--- src/rtl/axi_burst_dma.sv ---
// AXI4 master DMA: splits one read/write command into INCR bursts.
// Build option: AXI_DMA_4K_SPLIT_EN keeps bursts inside 4 KB pages.
module axi_burst_dma #(
  parameter int ID_WIDTH        = 4,
  parameter int ADDR_WIDTH      = 32,
  parameter int DATA_WIDTH      = 64,
  parameter int LEN_WIDTH       = 24,
  parameter int MAX_BURST       = 16,
  parameter int MAX_OUTSTANDING = 4
) (
  input  logic                    clk,
  input  logic                    rst_n,
  input  logic                    init_cmptd,
  input  logic                    cmd_valid,
  output logic                    cmd_ready,
  input  logic                    cmd_write,
  input  logic [ADDR_WIDTH-1:0]   cmd_addr,
  input  logic [LEN_WIDTH-1:0]    cmd_len,
  input  logic [DATA_WIDTH-1:0]   wr_data,
  input  logic                    wr_valid,
  output logic                    wr_ready,
  output logic [DATA_WIDTH-1:0]   rd_data,
  output logic                    rd_valid,
  input  logic                    rd_ready,
  output logic                    busy,
  output logic                    done,
  output logic                    err,
  output logic [ID_WIDTH-1:0]     m_axi_awid,
  output logic [ADDR_WIDTH-1:0]   m_axi_awaddr,
  output logic [7:0]              m_axi_awlen,
  output logic [2:0]              m_axi_awsize,
  output logic [1:0]              m_axi_awburst,
  output logic                    m_axi_awvalid,
  input  logic                    m_axi_awready,
  output logic [DATA_WIDTH-1:0]   m_axi_wdata,
  output logic [DATA_WIDTH/8-1:0] m_axi_wstrb,
  output logic                    m_axi_wlast,
  output logic                    m_axi_wvalid,
  input  logic                    m_axi_wready,
  input  logic [ID_WIDTH-1:0]     m_axi_bid,
  input  logic [1:0]              m_axi_bresp,
  input  logic                    m_axi_bvalid,
  output logic                    m_axi_bready,
  output logic [ID_WIDTH-1:0]     m_axi_arid,
  output logic [ADDR_WIDTH-1:0]   m_axi_araddr,
  output logic [7:0]              m_axi_arlen,
  output logic [2:0]              m_axi_arsize,
  output logic [1:0]              m_axi_arburst,
  output logic                    m_axi_arvalid,
  input  logic                    m_axi_arready,
  input  logic [ID_WIDTH-1:0]     m_axi_rid,
  input  logic [DATA_WIDTH-1:0]   m_axi_rdata,
  input  logic [1:0]              m_axi_rresp,
  input  logic                    m_axi_rlast,
  input  logic                    m_axi_rvalid,
  output logic                    m_axi_rready
);

  localparam int SZ = $clog2(DATA_WIDTH / 8);
  localparam int OW = $clog2(MAX_OUTSTANDING + 1);
  localparam int PW = (MAX_OUTSTANDING > 1) ? $clog2(MAX_OUTSTANDING) : 1;

  localparam logic [1:0] S_IDLE  = 2'd0;
  localparam logic [1:0] S_RUN   = 2'd1;
  localparam logic [1:0] S_DRAIN = 2'd2;
  localparam logic [1:0] S_DONE  = 2'd3;

  logic [1:0]            state_q, state_d;
  logic [ADDR_WIDTH-1:0] addr_q, addr_d;
  logic [ADDR_WIDTH-1:0] axaddr_q, axaddr_d;
  logic [LEN_WIDTH-1:0]  rem_q, rem_d;
  logic [7:0]            axlen_q, axlen_d;
  logic                  axvalid_q, axvalid_d;
  logic                  write_q, write_d;
  logic                  err_q, err_d;
  logic [OW-1:0]         outst_q, outst_d;
  logic                  live_q;

  logic [7:0]    q_mem [2**PW];
  logic [PW-1:0] q_wp_q, q_rp_q;
  logic [OW-1:0] q_cnt_q;
  logic [7:0]    beat_q;
  logic          q_ne;

  logic                  accept, load, slot_free, all_issued;
  logic                  aw_hs, ar_hs, ax_hs, w_hs, b_hs, r_hs, dec;
  logic [LEN_WIDTH-1:0]  cmd_beats, base_rem, n_burst;
  logic [ADDR_WIDTH-1:0] base_addr;
  logic                  unused_ids;

  assign unused_ids = ^{m_axi_bid, m_axi_rid};

  assign busy      = state_q != S_IDLE;
  assign done      = state_q == S_DONE;
  assign err       = err_q;
  // live_q holds cmd_ready low while reset is asserted
  assign cmd_ready = (state_q == S_IDLE) & init_cmptd & live_q;
  assign accept    = cmd_valid & cmd_ready;
  assign cmd_beats = cmd_len >> SZ;

  // On accept the first request is built straight from the command
  assign base_addr = accept ? cmd_addr : addr_q;
  assign base_rem  = accept ? cmd_beats : rem_q;

`ifdef AXI_DMA_4K_SPLIT_EN
  logic [12:0] to4k;
  assign to4k = (13'h1000 - {1'b0, base_addr[11:0]}) >> SZ;
`endif

  always_comb begin
    n_burst = base_rem;
    if (n_burst > LEN_WIDTH'(MAX_BURST)) n_burst = LEN_WIDTH'(MAX_BURST);
`ifdef AXI_DMA_4K_SPLIT_EN
    if (n_burst > LEN_WIDTH'(to4k)) n_burst = LEN_WIDTH'(to4k);
`endif
  end

  assign aw_hs = m_axi_awvalid & m_axi_awready;
  assign ar_hs = m_axi_arvalid & m_axi_arready;
  assign ax_hs = aw_hs | ar_hs;
  assign w_hs  = m_axi_wvalid & m_axi_wready;
  assign b_hs  = m_axi_bvalid & m_axi_bready;
  assign r_hs  = m_axi_rvalid & m_axi_rready;
  assign dec   = write_q ? b_hs : (r_hs & m_axi_rlast);

  assign outst_d    = outst_q + OW'(ax_hs) - OW'(dec);
  assign slot_free  = ~axvalid_q | ax_hs;
  assign all_issued = (rem_q == '0) & slot_free;
  // Load the next request only if it will see a free outstanding slot
  assign load = accept ? (cmd_beats != '0)
              : (state_q == S_RUN) & (rem_q != '0) & slot_free &
                (outst_d < OW'(MAX_OUTSTANDING));

  always_comb begin
    state_d   = state_q;
    addr_d    = addr_q;
    rem_d     = rem_q;
    axaddr_d  = axaddr_q;
    axlen_d   = axlen_q;
    axvalid_d = axvalid_q;
    write_d   = write_q;
    err_d     = err_q;
    if (accept) begin
      write_d = cmd_write;
      err_d   = 1'b0;
      addr_d  = cmd_addr;
      rem_d   = cmd_beats;
    end
    if (load) begin
      axaddr_d  = base_addr;
      axlen_d   = 8'(n_burst - LEN_WIDTH'(1));
      addr_d    = base_addr + (ADDR_WIDTH'(n_burst) << SZ);
      rem_d     = base_rem - n_burst;
      axvalid_d = 1'b1;
    end else if (ax_hs) begin
      axvalid_d = 1'b0;
    end
    if ((b_hs && m_axi_bresp != 2'b00) || (r_hs && m_axi_rresp != 2'b00))
      err_d = 1'b1;
    case (state_q)
      S_IDLE: if (accept) state_d = (cmd_beats == '0) ? S_DONE : S_RUN;
      S_RUN, S_DRAIN: begin
        if (all_issued && outst_d == '0) state_d = S_DONE;
        else if (all_issued)             state_d = S_DRAIN;
      end
      default: state_d = S_IDLE;
    endcase
  end

  always_ff @(posedge clk or negedge rst_n) begin
    if (!rst_n) begin
      state_q   <= S_IDLE;
      addr_q    <= '0;
      rem_q     <= '0;
      axaddr_q  <= '0;
      axlen_q   <= '0;
      axvalid_q <= 1'b0;
      write_q   <= 1'b0;
      err_q     <= 1'b0;
      outst_q   <= '0;
      live_q    <= 1'b0;
    end else begin
      state_q   <= state_d;
      addr_q    <= addr_d;
      rem_q     <= rem_d;
      axaddr_q  <= axaddr_d;
      axlen_q   <= axlen_d;
      axvalid_q <= axvalid_d;
      write_q   <= write_d;
      err_q     <= err_d;
      outst_q   <= outst_d;
      live_q    <= 1'b1;
    end
  end

  // Burst-length queue: one entry per accepted AW, popped on wlast
  always_ff @(posedge clk) begin
    if (aw_hs) q_mem[q_wp_q] <= axlen_q;
  end

  always_ff @(posedge clk or negedge rst_n) begin
    if (!rst_n) begin
      q_wp_q  <= '0;
      q_rp_q  <= '0;
      q_cnt_q <= '0;
      beat_q  <= '0;
    end else begin
      if (aw_hs) q_wp_q <= q_wp_q + 1'b1;
      if (w_hs && m_axi_wlast) q_rp_q <= q_rp_q + 1'b1;
      q_cnt_q <= q_cnt_q + OW'(aw_hs) - OW'(w_hs & m_axi_wlast);
      if (w_hs) beat_q <= m_axi_wlast ? 8'd0 : beat_q + 8'd1;
    end
  end

  assign q_ne = q_cnt_q != '0;

  assign m_axi_awid    = '0;
  assign m_axi_awaddr  = axaddr_q;
  assign m_axi_awlen   = axlen_q;
  assign m_axi_awsize  = busy ? 3'(SZ) : 3'b0;
  assign m_axi_awburst = busy ? 2'b01 : 2'b00;
  assign m_axi_awvalid = axvalid_q & write_q;

  assign m_axi_arid    = '0;
  assign m_axi_araddr  = axaddr_q;
  assign m_axi_arlen   = axlen_q;
  assign m_axi_arsize  = busy ? 3'(SZ) : 3'b0;
  assign m_axi_arburst = busy ? 2'b01 : 2'b00;
  assign m_axi_arvalid = axvalid_q & ~write_q;

  assign m_axi_wdata  = wr_data;
  assign m_axi_wstrb  = '1;
  assign m_axi_wlast  = q_ne & (beat_q == q_mem[q_rp_q]);
  assign m_axi_wvalid = wr_valid & q_ne;
  assign wr_ready     = m_axi_wready & q_ne;

  assign m_axi_bready = busy;

  assign rd_data      = m_axi_rdata;
  assign rd_valid     = m_axi_rvalid & busy;
  assign m_axi_rready = rd_ready & busy;

endmodule

--- config.mk ---
export PLATFORM = sky130hd
export DESIGN_NAME = axi_burst_dma
export DESIGN_NICKNAME = d
export VERILOG_FILES = /design/src/rtl/axi_burst_dma.sv
export SDC_FILE = /design/constraint.sdc
export NUM_CORES = 1
export LEC_CHECK = 0
export BUFFER_PORTS_ARGS = -buffer_cell sky130_fd_sc_hd__buf_2
export CAP_MARGIN = 25
export CORE_AREA = 2 2 175 177
export DETAILED_ROUTE_END_ITERATION = 10
export DIE_AREA = 0 0 177 179
export PLACE_DENSITY = 0.62
export SLEW_MARGIN = 20
export SYNTH_ARGS = -nofsm -noshare
export SYNTH_HDL_FRONTEND = slang
export SYNTH_SLANG_ARGS = --single-unit
--- constraint.sdc ---
create_clock -name clk -period 5.5 [get_ports clk]
set_input_delay 0.55 -clock clk [delete_from_list [all_inputs] [get_ports clk]]
set_output_delay 0.55 -clock clk [all_outputs]
set_load 0.01 [all_outputs]
==> results.md <==
* Starting Density at around a third
* YS warnings at 0
* Worst path required time at between 5 and 6 ns
* Fin. max-slew vios at 0
* Post-DRT Antenna Nets at 0
* RSZ-0062 raised after global routing: no
* Routed WL at 25.99 mm
* Remaining DRCs at 0
* FF-to-FF setup slack at between 0.4 and 0.5 ns
* Core area at between 30000 and 40000 sq um
* Syn_area_per_cell at approximately 9.4 sq um
* Die area at ~32000 sq um
* Leading cell type in the layout, fill and taps excluded: buf_2
* Register bit total from synthesis at about 150
* Setup crit end kind: register
* Worst reg2reg startpoint: state_q[0]$_DFFE_PN0P_
* Post-synthesis cell area at about 10000 sq um
* CP arrival at around 5.4 ns
* RR Endpoint: addr_q[31]$_DFF_PN0_
* Clock skew at between 0.01 and 0.015 ns
* Max-slew headroom at 45.25%
* Final hold violations at 0
* I/O Pins at between 400 and 500
* Netlist cell types at just over 60
* Post-CTS sizing at 0
* CP Launch Type: register
* Chip width at 177 um
* Min Tclk post-route at between 5 and 6 ns
* TritonCTS clock tree: built
* Worst Hold Class: in -> async
* Largest net degree at the start of global routing at 81
* Ys async rst share at roughly four fifths
* FP Rows at between 60 and 70
* PwrDens at around 550 nW/um^2
* Setup Viol. Count Final at 0
* Maximum vdd drop at 0.2439 mV
* Post-synth EDFFs at 32
* LEAKAGE at ~4.7 nW
* CTS root buf: clkbuf_16
* Clock transition at the registers of the reported paths at ~0.070 ns
* Post-DP HPWL at between 20 and 25 mm
* Setup TNS at 0 ns
* Die Ht at 179 um
* Total Routing Usage GR at 15.93%
* GPL Wtd Cong at 0.8726
* CTS buffer count at 17
* Initial antenna violation count at 0
* DRT iter0 DRCs at 342
* Post-synthesis sequential area ratio at between 40% and 50%
* Hold_buf cts at 0
* Peak Freq at about 200 MHz
* Post-CTS Setup Bufs at 0
* Worst skew pair latency at ~0.42 ns
* Setup Crit Path Kind: reg -> reg
* Pre-Repair DR Iteration Count at 4
* Total clock sinks at about 150
* Commonest non-fill, non-tap cells in the layout: buf_2 (166), nand2_1 (124), dfrtp_1 (120)
* Grt total ovfl at 0
* Worst R2R Path Depth at 17
* Worst-Margin Slew at just over 0.8 ns
* Share of layout cells above drive strength 1 at between 20% and 30%
* Final Power at 0.005691 W
* # port buffers at ~170
* Ys flop type: dfrtp_1
* Htree depth at 4
* Number of nets in the layout at roughly 1300
* Number of max-cap violations at 0
* Area Growth Syn to Fin at 5.733%
* First-pass GRT wire length at 38.30 mm
* DR vias/cell at a little under 5
* Routed via count at approximately 7100
* WL per Instance at roughly 18 um
* Final period utilization at roughly nine tenths
* Clk buf depth at 2
* Status: complete, no violations
* CP max FO at 9
* Vias in the first global route at just under 7000
* Syn Inst Count at around 1000
-- where the power goes --
| group | internal, W | switching, W |
|---|---|---|
| clock network | 0.000705 | 0.000480 |
| registers | 0.00158 | 0.000305 |
| logic | 0.00107 | 0.00154 |
| total | 0.00336 | 0.00233 |
-- through the flow --
step,cells,instance area (sq um),hold WS (ns),setup slack (ns),utilization (%)
CTS,1457,10360,0.2292,0.4439,34.49
floorplan,1079,9938,0.2544,0.8869,-
global route,1457,10360,0.2542,0.08727,34.49
finish,1459,10360,0.1836,0.4407,34.50
global placement,1425,9762,0.4511,0.4647,32.51
detailed placement,1425,9762,0.4586,0.4187,32.51
-- cells by family after synthesis --
group           count (synthesis)  synth area share (%)
mux                            39                 5.018
fa+ha+maj                      39                 5.184
flops                         152                 40.45
compound gates                169                 10.59
other cells                     2               0.07664
simple gates                  320                 15.04
xor+xnor                       70                 6.256
buf+inv                       251                 17.39
-- cell usage after synthesis (7+ instances only) --
cell / instances / area share [%]
inv_1: 23 / 0.88
dfrtp_1: 120 / 31
nand2_1: 124 / 4.7
o21ai_0: 39 / 2.0
and2_1: 10 / 0.64
nor3_1: 15 / 0.77
or4_1: 7 / 0.54
xor2_1: 21 / 1.9
nand4_1: 7 / 0.45
a21o_1: 15 / 1.1
mux4_2: 8 / 1.8
nor2_1: 93 / 3.6
mux2i_1: 30 / 3.1
xnor2_1: 49 / 4.4
clkbuf_1: 19 / 0.73
o31ai_1: 7 / 0.54
ha_1: 35 / 4.5
buf_4: 199 / 15
nor4_1: 8 / 0.51
a21oi_1: 43 / 2.2
nand3_1: 16 / 0.82
a31oi_1: 27 / 1.7
edfxtp_1: 32 / 9.8
-- state kept, by name (all words and copies together), names as in the netlist, 3 cells and up --
name,flops
m_axi_arlen,8
rem_q,24
q_mem,32
q_cnt_q,3
m_axi_araddr,32
beat_q,8
outst_q,3
addr_q,32
-- per-layer routing --
| layer | track usage (%) | part of all wire, % |
|---|---|---|
| met3 | 7.718 | 10 |
| met1 | 19.25 | 41 |
| met4 | 4.511 | 1.7 |
| met2 | 24.98 | 46 |
| met5 | 1.923 | 0.31 |
-- critical path, stage by stage, from the launching register on --
cell and delay (ns):
dfrtp_1 0.41, inv_1 0.07, ha_1 0.36, and4_2 0.44
mux2i_1 0.52, a41oi_1 0.22, or2_1 0.28, nor2_1 0.25
ha_1 0.34, a21o_1 0.19, a21oi_1 0.33, o211ai_1 0.13
o21ai_1 0.29, o21ai_1 0.19, a211o_1 0.30, a21oi_1 0.33
nor4_1 0.14, xnor2_1 0.14
-- how the worst max path moves through the flow --
stage / startpoint / end / slack [ns] / cells past startpoint
floorplan: state_q[0]$_DFFE_PN0P_ / addr_q[31]$_DFF_PN0_ / 0.89 / 20
global placement: cmd_len[18] / addr_q[31]$_DFF_PN0_ / 0.46 / 16
detailed placement: cmd_len[18] / addr_q[31]$_DFF_PN0_ / 0.42 / 16
CTS: state_q[0]$_DFFE_PN0P_ / addr_q[31]$_DFF_PN0_ / 0.44 / 17
global route: state_q[0]$_DFFE_PN0P_ / addr_q[26]$_DFF_PN0_ / 0.09 / 18
finish: state_q[0]$_DFFE_PN0P_ / addr_q[31]$_DFF_PN0_ / 0.44 / 17
-- area by class of cell --
type | count | area (sq um)
fill | 3053 | 19670
multi-input combinational | 676 | 4295
sequential | 152 | 3964
timing repair buffer | 178 | 920.9
clock buffer | 24 | 514.2
tap | 396 | 495.5
inverter | 23 | 86.33
clock inverter | 8 | 80.08
antenna | 2 | 5.005
Note: power is estimated with default switching activity, not from simulation.
